$ cat src/rtl/qed_dup_scheduler.sv
// rtl/qed_dup_scheduler.sv - SQED issue scheduler: passes originals, queues them, drains register-remapped duplicates
module qed_dup_scheduler #(
    parameter int          DEPTH = 8,
    parameter logic [31:0] NOP   = 32'h00000013
) (
    input  logic                       clk,
    input  logic                       reset,
    input  logic                       in_valid,
    input  logic [31:0]                in_instr,
    output logic                       in_ready,
    input  logic                       qed_exec_dup,
    input  logic                       stall,
    output logic                       out_valid,
    output logic [31:0]                out_instr,
    output logic                       out_is_dup,
    output logic [$clog2(DEPTH):0]     dup_count,
    output logic                       qed_done
);
    localparam int AW = $clog2(DEPTH);
    localparam int CW = AW + 1;

    typedef enum logic {ORIG, DUP} state_t;

    state_t          state, state_next;
    logic [31:0]     mem [DEPTH];
    logic [AW-1:0]   head, tail;
    logic [CW-1:0]   count, count_next;
    logic            accept, start_dup, pop, nonempty, full;

    // Originals only touch x0-x15, so setting bit4 of a nonzero field maps it into x16-x31.
    function automatic logic [31:0] remap(input logic [31:0] i);
        logic [31:0] r;
        r = i;
        case (i[6:0])
            7'b0110011: begin
                r[11] = i[11] | (|i[11:7]);
                r[19] = i[19] | (|i[19:15]);
                r[24] = i[24] | (|i[24:20]);
            end
            7'b0010011, 7'b0000011: begin
                r[11] = i[11] | (|i[11:7]);
                r[19] = i[19] | (|i[19:15]);
            end
            7'b0100011, 7'b1100011: begin
                r[19] = i[19] | (|i[19:15]);
                r[24] = i[24] | (|i[24:20]);
            end
            default: r = NOP;
        endcase
        return r;
    endfunction

    assign nonempty  = (count != '0);
    assign full      = (count == CW'(DEPTH));
    assign in_ready  = (state == ORIG) && !stall && !full && !(qed_exec_dup && nonempty);
    assign accept    = in_valid && in_ready;
    assign start_dup = (state == ORIG) && qed_exec_dup && nonempty && !stall;
    assign pop       = (state == DUP) && !stall;
    assign dup_count = count;

    always_comb begin
        state_next = state;
        count_next = count;
        if (start_dup)
            state_next = DUP;
        if (accept)
            count_next = count + CW'(1);
        if (pop) begin
            count_next = count - CW'(1);
            if (count == CW'(1))
                state_next = ORIG;
        end
    end

    always_ff @(posedge clk) begin
        if (accept)
            mem[tail] <= in_instr;
    end

    always_ff @(posedge clk) begin
        if (reset) begin
            state      <= ORIG;
            head       <= '0;
            tail       <= '0;
            count      <= '0;
            out_valid  <= 1'b0;
            out_instr  <= NOP;
            out_is_dup <= 1'b0;
            qed_done   <= 1'b1;
        end else begin
            state    <= state_next;
            count    <= count_next;
            qed_done <= (state_next == ORIG) && (count_next == '0);
            if (accept) begin
                tail       <= tail + AW'(1);
                out_valid  <= 1'b1;
                out_instr  <= in_instr;
                out_is_dup <= 1'b0;
            end else if (pop) begin
                head       <= head + AW'(1);
                out_valid  <= 1'b1;
                out_instr  <= remap(mem[head]);
                out_is_dup <= 1'b1;
            end else if (!stall) begin
                // Idle, full-queue and ORIG->DUP cycles all issue a bubble.
                out_valid  <= 1'b0;
                out_instr  <= NOP;
                out_is_dup <= 1'b0;
            end
        end
    end
endmodule
$ cat config.mk
export PLATFORM = sky130hd
export DESIGN_NAME = qed_dup_scheduler
export DESIGN_NICKNAME = d
export VERILOG_FILES = /design/src/rtl/qed_dup_scheduler.sv
export SDC_FILE = /design/constraint.sdc
export NUM_CORES = 1
export LEC_CHECK = 0
export ABC_AREA = 1
export CELL_PAD_IN_SITES_DETAIL_PLACEMENT = 1
export CELL_PAD_IN_SITES_GLOBAL_PLACEMENT = 2
export CORE_MARGIN = 10
export CORE_UTILIZATION = 41
export CTS_BUF_LIST = sky130_fd_sc_hd__clkbuf_2
export CTS_CLUSTER_SIZE = 16
export DETAILED_ROUTE_END_ITERATION = 8
export PLACE_DENSITY_LB_ADDON = 0.1
export SYNTH_ARGS = -nofsm -noshare
export SYNTH_HDL_FRONTEND = slang
export SYNTH_SLANG_ARGS = --single-unit
$ cat constraint.sdc
create_clock -name clk -period 5.65 [get_ports clk]
set_clock_uncertainty 0.05 [all_clocks]
set_input_delay 1.13 -clock clk [delete_from_list [all_inputs] [get_ports clk]]
set_output_delay 1.13 -clock clk [all_outputs]
set_load 0.02 [all_outputs]
# == After elaboration in Yosys (flattened, before gate mapping) ==
# Memories as Yosys holds them, arrays and structs flattened. A register that Yosys moved wholly into a read port is not among the register bits.
# Cells that the tools add are included.
# classes
n_addsub,4
n_eq_ne,9
n_mux,22
bitwise,6
reduce_logical,25
# ops
cell,n
2-to-1 mux 32 bit,3
OR reduction 5 bit,4
== test 7 x 6 -> 1 bit (second input constant),2
2-to-1 mux 7 bit,2
2-to-1 mux 4 bit,3
2-to-1 mux 11 bit,1
logical AND 1 bit,10
2-to-1 mux 1 bit,9
== test 7 x 2 -> 1 bit (second input constant),1
== test 7 x 5 -> 1 bit (second input constant),1
== test 7 bit (second input constant),1
adder 3 x 1 -> 3 bit (second input constant),2
2-to-1 mux 3 bit,2
OR reduction 2 bit,3
OR reduction 3 bit,2
adder 4 x 1 -> 4 bit (second input constant),1
== test 4 x 1 -> 1 bit (second input constant),1
== test 4 bit (second input constant),1
logical NOT 4 bit,1
case mux 1 bit (2 select lines),2
nonzero test 4 bit,1
subtractor 4 x 1 -> 4 bit (second input constant),1
logical NOT 1 bit,3
inequality test 3 x 1 -> 1 bit (second input constant),1
other kinds (4),8
# word_totals
ff_bits,46
mem_bits_rw,256
in_bits,37
out_inout_bits,40
wordCells,75
mem_count,1
# mem_list
name,words,word_bits,read_ports,rd_ports_with_merged_regs,wr,line,source
mem,8,32,1,1,1,25,logic [31:0] mem [DEPTH];

# == Longest topological paths before layout ==
# depth
word_depth,9
depth_mapped,16
depth_no_buf,13

# == Worst setup path before layout ==
# OpenSTA, ideal clock, no wires.
# synth_timing
path_kind,input -> register
start,input port stall
end,"memory mem[7][0], enable pin"
setup_time_ns,0.461
arrival_time_ns,4.434
required_time_ns,5.139
path_slack_ns,0.705
cell_stages,8
path_cell_list,buf_2 -> nor2_1 -> nand2_1 -> nor2_1 -> nand2_1 -> nor2_1 -> inv_1 -> nor3_1
# synth_via
elab_chain_cells,7
# synth_rtl
item,line,source
"start, declared",12,"input logic stall,"
logical NOT 1 bit,n/a,
logical AND 1 bit (3 in a row),55,assign in_ready = (state == ORIG) && !stall && !full && !(qed_exec_dup && nonempty);
net in_ready,10,"output logic in_ready,"
logical AND 1 bit,56,assign accept = in_valid && in_ready;
2-to-1 mux 1 bit,76,if (accept)
2-to-1 mux 1 bit (implied by the code),77,mem[tail] <= in_instr;
"end, declared",25,
# The timed path passes the listed nets, and every way through them passes these cells.

# == Worst setup path in the final report ==
# layout_timing
start,input port stall
end,output port in_ready
# layout_via
elab_chain_cells,4
# layout_rtl
item,line
logical NOT 1 bit,n/a
logical AND 1 bit (3 in a row),55
"end, declared",10
# Every way passes these cells.

==> summary by stage <==
Global routing
Entering global routing, the biggest net connects 68 pins. The wire length of the first global-routing pass is 53000 µm. The global router's overall resource usage is 17.4%. The total overflow left after global routing is 0.

The number of global-route vias before repair is 9347. The number of antenna violations at the first check in global routing is 1.

STA
The count of pins over their slew limit was 0. Setup violations remaining at the end of the flow were counted as 0. The fmax is 249 MHz. The hold violation count in the final report is 0. The remaining max-slew budget at the tightest pin is 20.9%. The clock period minus worst slack is 4.01 ns. In the finished design, the share of the clock period the worst path needs comes to 71.0%. Setup total negative slack on the finished layout was measured at 0 ns. Setup repair after global routing left no endpoint under its margin.

For the pin with the worst max-slew slack, the measured transition is 1.18 ns.

Critical path
The capturing element type of the critical path is a primary output. For the worst setup path, the data arrival time is 2.83 ns. The critical path is of the input port to primary output type. STA classifies the critical path startpoint as an input port.

Of all nets on the critical path, the largest fanout is 36. In this run the worst setup path begins at stall. STA puts the critical path data required time at 4.47 ns.

Logic synthesis
The cell taking the most area after synthesis is sky130_fd_sc_hd__edfxtp_1. The number of instances in the synthesized netlist is 1139. Summing the areas of all xor and xnor instances in the mapped netlist gives 0.140% of the synthesized area.

The dominant synthesized flop cell is sky130_fd_sc_hd__edfxtp_1. After synthesis, the share of cell area in mux cells is 0%. Summing the areas of all and, or, nand and nor instances in the mapped netlist gives 15.1% of the synthesized area.

The number of synthesis warnings is 0. The largest family of logic cells by synthesized area is simple AND/OR/NAND/NOR gates. The synthesized netlist devotes 9.02% of its cell area to compound gates. The netlist area before placement is 12500 µm². The synthesized netlist devotes 0.499% of its cell area to adder and majority cells.

The count of flip-flops with a built-in enable after synthesis is 256. After synthesis, the share of flip-flops with an asynchronous set or reset is 0%. The proportion of synthesized chip area in sequential cells is 69.1%.

Synthesis produced a netlist with a net count of 1181. The flip-flop and latch count after synthesis is 305. Ranked by total cell area, the synthesized netlist is headed by sky130_fd_sc_hd__edfxtp_1, sky130_fd_sc_hd__nand2_1, sky130_fd_sc_hd__dfxtp_1. The mean instance size in the synthesized netlist is 11.0 µm². The number of different library cells used by synthesis comes to 34.

The share of synthesized area in the top cell type comes to 61.3%.

Cells and area
Compared with the post-synthesis result, the final layout area differs by 14.7%. In the final layout, the share of cells above drive strength 1 is 13.0%. Leaving out fill and tap cells, the most frequent cell in the layout is sky130_fd_sc_hd__nand2_1. Leaving out fill and tap cells, the most frequent cells in the layout are sky130_fd_sc_hd__nand2_1, sky130_fd_sc_hd__edfxtp_1, sky130_fd_sc_hd__clkbuf_2, sky130_fd_sc_hd__inv_1, sky130_fd_sc_hd__nor2_1. The number of nets in the layout is 1292. Fill cells in the final layout number 3272.

Route
Summed over all nets, wire length on met2 after detailed routing comes to 16500 µm. The number of iterations in the first detailed-routing pass is 5. The final routed DRC violation total is 0. The final wirelength is 33300 µm. Dividing the detail-routed wire length by the instance count gives 19.5 µm. The via count is 8625. The remaining antenna violation count after routing is 0. The wire length on met1 is 15000 µm.

The number of vias per cell is 5.06. The initial DRC count is 565. The detailed router used layers up to and including met4. The routed length on met3 is 1290 µm.

Clock tree
The number of levels in the clock H-tree is 3. Clock-pin slew was measured on the worst setup and hold paths at 0.10 ns. The root buffer cell chosen for the clock tree is sky130_fd_sc_hd__clkbuf_2. TritonCTS built the clock tree.

The worst-case clock buffer depth is 3. Gates resized during post-CTS repair numbered 0. The number of hold buffers added after CTS was 0. The number of setup buffers added after CTS is 0. The clock network latency to the later pin of the worst-skew pair is 0.89 ns. The number of clock sinks is 305. In this run, CTS created clock tree buffers numbering 79.

Run status
The run finished with clean final reports.

Die
The starting utilization of the core area is 42.0%. The number of top-level pins is 77. The row count is 63. The core region is 29900 µm².

The die covers 38000 µm². The chip height is 195 µm. The floorplan step set the die width to 195 µm.

Run
The max capacitance violation total is 0.

Pwr
The power density over cell area is 315 nW/µm². VDD sags by at most 0.000151 V. Summing internal, switching and leakage power gives 4.53 mW.

The analysis attributes to cell leakage a power of 5.54 nW.

Placed design
Detailed placement ended at an HPWL of 19000 µm. The weighted congestion reported at the end of routability-driven placement is 0.733. The count of port buffers added during placement is 76.

Min path
The worst hold path begins at out_instr[2]. The path category of the worst min-delay check is flop to flop.
-- critical path: stages --
cell	delay, ns
sky130_fd_sc_hd__buf_2	0.72
sky130_fd_sc_hd__nor2_1	0.13
sky130_fd_sc_hd__nand2_1	0.19
sky130_fd_sc_hd__nor2_1	0.08
sky130_fd_sc_hd__clkdlybuf4s50_1	0.57
-- power breakdown --
group          internal (mW)  leakage (nW)  switching [mW]
logic                  0.143          2.24           0.274
clock network          0.686         0.587           0.909
registers               2.49          2.71          0.0312
total                   3.32          5.54            1.21
-- sequential cells by signal, indices dropped and copies added, names as in the netlist, named ones only --
name,flops
mem,256
dup_count,4
state,1
out_valid,1
qed_done,1
out_instr,32
out_is_dup,1
head,3
tail,3
-- per-layer routing --
layer	vias up	global-route usage (%)
met1	4247	22.1
met4	0	5.75
met3	44	3.51
li1	4165	-
met5	-	0
met2	169	29.2
-- logic make-up (layout without fill, tap and decap cells) --
kind of cell,count (synthesis),count (layout)
buf+inv,171,347
simple gates,468,468
flops,305,305
other cells,0,1
compound gates,188,188
fa+ha+maj,5,5
xor+xnor,2,2
-- Yosys cell counts (all sizes together), types with 10 or more instances --
cell type and number:
nand3 68, clkbuf 10, dfxtp 49, nor2 92, a21oi 68, buf 52
edfxtp 256, a22o 27, o21ai 65, nand2 298, inv 109
-- layout make-up --
class                      count  area (µm²)  share of cell area (%)
timing repair buffer          92         871                    6.05
antenna                        1        2.50                  0.0174
clock inverter                19         141                   0.983
tap                          390         488                    3.39
sequential                   305        8670                    60.3
inverter                     109         410                    2.85
multi-input combinational    663        3160                    22.0
clock buffer                 127         636                    4.42
-- through the flow --
| step | instances | cell area [µm²] | worst slack [ns] | util, % | hold WS [ns] |
|---|---|---|---|---|---|
| CTS | 1705 | 14400 | 1.62 | 48.1 | 0.408 |
| finish | 1706 | 14400 | 1.64 | 48.1 | 0.410 |
| global placement | 1559 | 13600 | 1.64 | 45.5 | 0.388 |
| global route | 1706 | 14400 | 1.48 | 48.1 | 0.443 |
| floorplan | 1139 | 12500 | 0.705 | - | 0.383 |
| detailed placement | 1559 | 13600 | 1.57 | 45.5 | 0.403 |
-- worst paths after layout --
| check | cells after the start | slack (ns) | end |
|---|---|---|---|
| worst max-delay path | 5 | 1.64 | in_ready |
| worst min-delay path | 2 | 0.41 | out_instr[2] |
| worst max register to register | 12 | 1.95 | out_instr[25] |
| worst min register to register | 2 | 0.41 | out_instr[2] |
Power figures use the tool's default switching activity.
